### src/rtl/axi_rd_arbiter_pkg.sv
// rtl/axi_rd_arbiter_pkg.sv - shared state, grant and response encodings for the read arbiter
package axi_rd_arbiter_pkg;

    typedef enum logic [1:0] {
        ARB_IDLE = 2'd0,
        ARB_AR   = 2'd1,
        ARB_R    = 2'd2
    } arb_state_e;

    // One-hot grant; GNT_NONE means no transaction is owned.
    typedef enum logic [1:0] {
        GNT_NONE = 2'b00,
        GNT_M0   = 2'b01,
        GNT_M1   = 2'b10
    } arb_gnt_e;

    localparam logic [2:0] RESP_OKAY = 3'b000;

endpackage

### src/rtl/axi_rd_arb_pick.sv
// rtl/axi_rd_arb_pick.sv - combinational grant select; round-robin when ARB_ROUND_ROBIN_EN is defined
module axi_rd_arb_pick
    import axi_rd_arbiter_pkg::*;
(
    input  logic [1:0] req,
    input  arb_gnt_e   last_gnt,
    output arb_gnt_e   gnt
);

`ifdef ARB_ROUND_ROBIN_EN
    always_comb begin
        gnt = GNT_NONE;
        if (req[0] && req[1]) begin
            // On a tie, whoever was not granted last goes first.
            gnt = (last_gnt == GNT_M0) ? GNT_M1 : GNT_M0;
        end else if (req[1]) begin
            gnt = GNT_M1;
        end else if (req[0]) begin
            gnt = GNT_M0;
        end
    end
`else
    always_comb begin
        gnt = GNT_NONE;
        if (req[1]) begin
            gnt = GNT_M1;
        end else if (req[0]) begin
            gnt = GNT_M0;
        end
    end

    logic unused_last_gnt;
    assign unused_last_gnt = ^last_gnt;
`endif

endmodule

### src/rtl/axi_rd_arbiter.sv
// rtl/axi_rd_arbiter.sv - two-master, one-outstanding AXI-lite read arbiter (optional ARB_ROUND_ROBIN_EN)
module axi_rd_arbiter
    import axi_rd_arbiter_pkg::*;
#(
    parameter int DATA_LEN = 32
) (
    input  logic                clk,
    input  logic                rst_n,
    input  logic                m0_arvalid,
    output logic                m0_arready,
    input  logic [DATA_LEN-1:0] m0_araddr,
    output logic                m0_rvalid,
    input  logic                m0_rready,
    output logic [DATA_LEN-1:0] m0_rdata,
    output logic [2:0]          m0_rresp,
    input  logic                m1_arvalid,
    output logic                m1_arready,
    input  logic [DATA_LEN-1:0] m1_araddr,
    output logic                m1_rvalid,
    input  logic                m1_rready,
    output logic [DATA_LEN-1:0] m1_rdata,
    output logic [2:0]          m1_rresp,
    output logic                s_arvalid,
    input  logic                s_arready,
    output logic [DATA_LEN-1:0] s_araddr,
    input  logic                s_rvalid,
    output logic                s_rready,
    input  logic [DATA_LEN-1:0] s_rdata,
    input  logic [2:0]          s_rresp
);

    arb_state_e          state_q, state_d;
    arb_gnt_e            gnt_q, gnt_d;
    arb_gnt_e            pick_gnt, last_gnt;
    logic                s_arvalid_q, s_arvalid_d;
    logic [DATA_LEN-1:0] s_araddr_q, s_araddr_d;
    logic                g0, g1, r_pass, r_hs;

    axi_rd_arb_pick u_pick (
        .req      ({m1_arvalid, m0_arvalid}),
        .last_gnt (last_gnt),
        .gnt      (pick_gnt)
    );

`ifdef ARB_ROUND_ROBIN_EN
    arb_gnt_e last_q, last_d;

    always_comb begin
        last_d = last_q;
        if (state_q == ARB_IDLE && pick_gnt != GNT_NONE) begin
            last_d = pick_gnt;
        end
    end

    always_ff @(posedge clk or negedge rst_n) begin
        if (!rst_n) begin
            last_q <= GNT_M1;
        end else begin
            last_q <= last_d;
        end
    end

    assign last_gnt = last_q;
`else
    assign last_gnt = GNT_M1;
`endif

    assign g0 = (gnt_q == GNT_M0);
    assign g1 = (gnt_q == GNT_M1);

    // The R channel is open in R, and in AR on the cycle the address is accepted (fast path).
    assign r_pass = (state_q == ARB_R) || (state_q == ARB_AR && s_arready);

    assign m0_arready = (state_q == ARB_AR) && g0 && s_arready;
    assign m1_arready = (state_q == ARB_AR) && g1 && s_arready;
    assign m0_rvalid  = r_pass && g0 && s_rvalid;
    assign m1_rvalid  = r_pass && g1 && s_rvalid;
    assign s_rready   = r_pass && ((g0 && m0_rready) || (g1 && m1_rready));
    assign r_hs       = s_rvalid && s_rready;

    assign s_arvalid  = s_arvalid_q && (state_q == ARB_AR);
    assign s_araddr   = s_araddr_q;

    assign m0_rdata   = r_pass ? s_rdata : '0;
    assign m1_rdata   = r_pass ? s_rdata : '0;
    assign m0_rresp   = r_pass ? s_rresp : RESP_OKAY;
    assign m1_rresp   = r_pass ? s_rresp : RESP_OKAY;

    always_comb begin
        state_d     = state_q;
        gnt_d       = gnt_q;
        s_arvalid_d = s_arvalid_q;
        s_araddr_d  = s_araddr_q;
        case (state_q)
            ARB_IDLE: begin
                if (pick_gnt != GNT_NONE) begin
                    gnt_d       = pick_gnt;
                    s_araddr_d  = (pick_gnt == GNT_M1) ? m1_araddr : m0_araddr;
                    s_arvalid_d = 1'b1;
                    state_d     = ARB_AR;
                end
            end
            ARB_AR: begin
                if (s_arready) begin
                    s_arvalid_d = 1'b0;
                    if (r_hs) begin
                        state_d = ARB_IDLE;
                        gnt_d   = GNT_NONE;
                    end else begin
                        state_d = ARB_R;
                    end
                end
            end
            ARB_R: begin
                if (r_hs) begin
                    state_d = ARB_IDLE;
                    gnt_d   = GNT_NONE;
                end
            end
            default: begin
                state_d     = ARB_IDLE;
                gnt_d       = GNT_NONE;
                s_arvalid_d = 1'b0;
                s_araddr_d  = '0;
            end
        endcase
    end

    always_ff @(posedge clk or negedge rst_n) begin
        if (!rst_n) begin
            state_q     <= ARB_IDLE;
            gnt_q       <= GNT_NONE;
            s_arvalid_q <= 1'b0;
            s_araddr_q  <= '0;
        end else begin
            state_q     <= state_d;
            gnt_q       <= gnt_d;
            s_arvalid_q <= s_arvalid_d;
            s_araddr_q  <= s_araddr_d;
        end
    end

endmodule

### config.mk
export PLATFORM = sky130hd
export DESIGN_NAME = axi_rd_arbiter
export DESIGN_NICKNAME = d
export VERILOG_FILES = /design/src/rtl/axi_rd_arbiter_pkg.sv /design/src/rtl/axi_rd_arb_pick.sv /design/src/rtl/axi_rd_arbiter.sv
export SDC_FILE = /design/constraint.sdc
export NUM_CORES = 1
export LEC_CHECK = 0
export ABC_AREA = 1
export CORE_MARGIN = 2
export CORE_UTILIZATION = 35
export DETAILED_ROUTE_END_ITERATION = 16
export PLACE_DENSITY = 0.88
export SETUP_SLACK_MARGIN = 0.4
export SKIP_CTS_REPAIR_TIMING = 1
export SYNTH_ARGS = -nofsm -noshare
export SYNTH_HDL_FRONTEND = slang
export SYNTH_SLANG_ARGS = --single-unit
### constraint.sdc
create_clock -name clk -period 5.1 [get_ports clk]
set_input_delay 1.02 -clock clk [delete_from_list [all_inputs] [get_ports clk]]
set_output_delay 1.02 -clock clk [all_outputs]
set_load 0.05 [all_outputs]
==> results by group <==
STA
  • Final Hold Fails: 0
  • Worst Skew: 0.00427 ns
  • Final setup vio count: 0
  • Fmax achieved: 0.243 GHz
  • Tmin final: 4.11 ns
  • Final WS setup: 0.992 ns
  • Fin crit share: 80.5%
  • Slew headroom: 44.2%
  • Hold_ws: 0.491 ns
  • Max Slew Vio Count: 0
  • Worst-margin pin slew: 0.838 ns
  • Final TNS setup: 0 ns
  • Unrepaired setup endpoints after global routing: false

Power and ir drop
  • Power Density: 750 mW/mm^2
  • Final Total Pwr: 3.36 mW
  • LEAKAGE: 1.91 nW
  • Max VDD drop: 0.000411 V

Critical path
  • Worst path required time: 4.08 ns
  • CP arrival: 3.09 ns
  • Reg2Reg Depth: 6
  • Worst setup path category: in -> out
  • Crit. End Element: output pin
  • Reg2reg start: state_q[0]
  • R2r setup slk: 3.13 ns
  • Critical R2R Capture: s_araddr[17]
  • Critical path's slowest cell: clkdlybuf4s50_1
  • Critical path cell sequence: clkdlybuf4s50_1, nand2_1, nand2_1, clkinv_1, buf_4, nor2_1, clkdlybuf4s50_1
  • Critical path launch point type: input port
  • Max FO, Critical Path: 36
  • Delay of the slowest critical-path stage: 0.89 ns

Yosys
  • Largest cells by area after synthesis: dfrtp_1 (37%), buf_4 (12%), nor2_1 (11%), a21oi_2 (9.8%), a22oi_1 (9.3%)
  • Post-synth top area share: 37.0%
  • Post-synth EDFFs: 0
  • Post-synthesis sequential area ratio: 37.0%
  • Area leader, netlist: dfrtp_1
  • Synth Flop Type: dfrtp_1
  • Ys async rst share: 100%
  • Synthesized netlist cell count: 313
  • Yosys cell types: 22
  • Post-Syn Area: 0.00250 sq mm
  • Mean post-synth cell area: 8.00 sq um
  • Top post-synthesis cells by count: nor2_1 (73), inv_1 (46), buf_4 (39)
  • Synth warn: 0
  • Synthesized flop and latch total: 37
  • Top-count cell post-synth: nor2_1
  • Syn Nets: 423

Layout
  • P&R area growth vs syn: 79.1%
  • Layout cells sized above 1: 9.45%
  • Post-route cell area: 0.00448 sq mm
  • Final Non-Filler Cells: 583
  • Nets@finish: 596
  • Ant diodes: 0
  • Fin util: 65.3%

Placement
  • Dpl cells: 575
  • GPL Wtd Cong: 0.744
  • DP HPWL: 6.55 mm
  • Port Buffers: 214
  • Cell Area, Placed: 0.00439 sq mm
  • Post-Place Worst Slack: 1.02 ns

Global routing
  • Busiest grt layer: met2
  • Vias in the first global route: 2617
  • Initial antenna violation count: 0
  • Met1 usage: 21.0%
  • Global-route wire length before repair: 12.1 mm
  • Met3 usage: 7.00%
  • Overall routing resource usage: 19.7%
  • M2 GR Usage: 36.0%
  • Largest net degree at the start of global routing: 65
  • Gr ovfl total: 0

Min path
  • Hold EP: s_arvalid_q
  • Hold path depth: 2
  • Hold WC Path Type: reg -> reg
  • Worst Hold Launch: s_arvalid_q

Detailed routing
  • Vias/cell: 4.50
  • DR vias: 2621
  • Drt pass-1 iters: 4
  • Residual DRC count: 0
  • Routed len/inst: 13.8 microns
  • Antenna Violating Nets Remaining: 0
  • Detailed Route Iter0 Violations: 102
  • DRT Wirelength: 8.02 mm

Floorplanning
  • IO Pins: 215
  • Initial Utilization: 36.4%
  • Die Ht: 88.6 microns
  • Core area: 0.00687 sq mm
  • Die X: 88.6 microns
  • Die area: 0.00785 sq mm
  • FP Rows: 30

Clocking
  • Clk slew on worst S/H paths: 0.08 ns
  • CTS tree: done
  • Cts bufs inserted: 5
  • Clock sinks: 37
  • Clock tree buffer depth: 2
  • Htree depth: 2
  • Clock root cell: clkbuf_8
  • Worst-Skew Late Latency: 0.29 ns

Job
  • Maxcap violations: 0

Run status
  • Status: finished clean
-- how the worst max path moves through the flow --
stage | from | end | slack (ns) | cells past startpoint
floorplan | s_arready | m1_rdata[10] | 1.50 | 6
global placement | s_arready | m0_rdata[1] | 1.10 | 7
detailed placement | s_arready | m0_rdata[17] | 1.02 | 7
CTS | s_arready | m0_rdata[17] | 1.0 | 7
global route | s_arready | m0_rdata[17] | 0.90 | 7
finish | s_arready | m0_rdata[17] | 0.99 | 7
-- flip-flops by register name, summed over array words and instances, names as in the netlist --
name	cells
s_araddr	32
gnt_q	2
state_q	2
s_arvalid_q	1
-- placed cells by master, fill, tap and decap left out, drive strengths merged --
| cell | netlist | final |
|---|---|---|
| a21boi | 1 | 1 |
| a21oi | 36 | 36 |
| a22oi | 31 | 31 |
| buf | 47 | 3 |
| clkbuf | 3 | 5 |
| clkdlybuf4s50 | 0 | 213 |
| clkinv | 1 | 2 |
| clkinvlp | 0 | 1 |
| dfrtp | 37 | 37 |
| ha | 3 | 3 |
| inv | 48 | 49 |
| nand2 | 18 | 18 |
| nand3 | 10 | 10 |
| nand4 | 1 | 1 |
| nor2 | 75 | 75 |
| o21ai | 1 | 1 |
| or2 | 1 | 1 |
-- cells by family after synthesis --
family / count (synthesis) / synth area share [%]
adders and majority gates: 3 / 1.50
DFF: 37 / 37.0
AOI/OAI and AO/OA: 69 / 22.1
and+or+nand+nor: 105 / 16.8
buffers and inverters: 99 / 22.6
-- routing by layer --
metal  up-vias  part of all wire [%]
met5         -                     0
met4         0                   2.3
met3        18                   8.6
met2       118                    53
met1      1180                    37
li1       1305                     -
-- critical path: cells and delay by family --
kind,cells,cell delay (ns)
simple gates,3,0.40
buf+inv,4,1.65
-- where the power goes --
group	internal [mW]	switching [mW]
registers	0.455	0.0792
clock network	0.0970	0.114
logic	0.846	1.77
total	1.40	1.96
-- area by class of cell --
type                    count  area (sq um)
multi-input cells         177          1010
repair buffers            216          2150
fillers                   580          2380
flip-flops and latches     37           926
clock buffers               5          68.8
clock inverters             3          21.3
inverters                  49           184
well taps                  96           120
No activity file was read; power rests on OpenSTA's default activity.
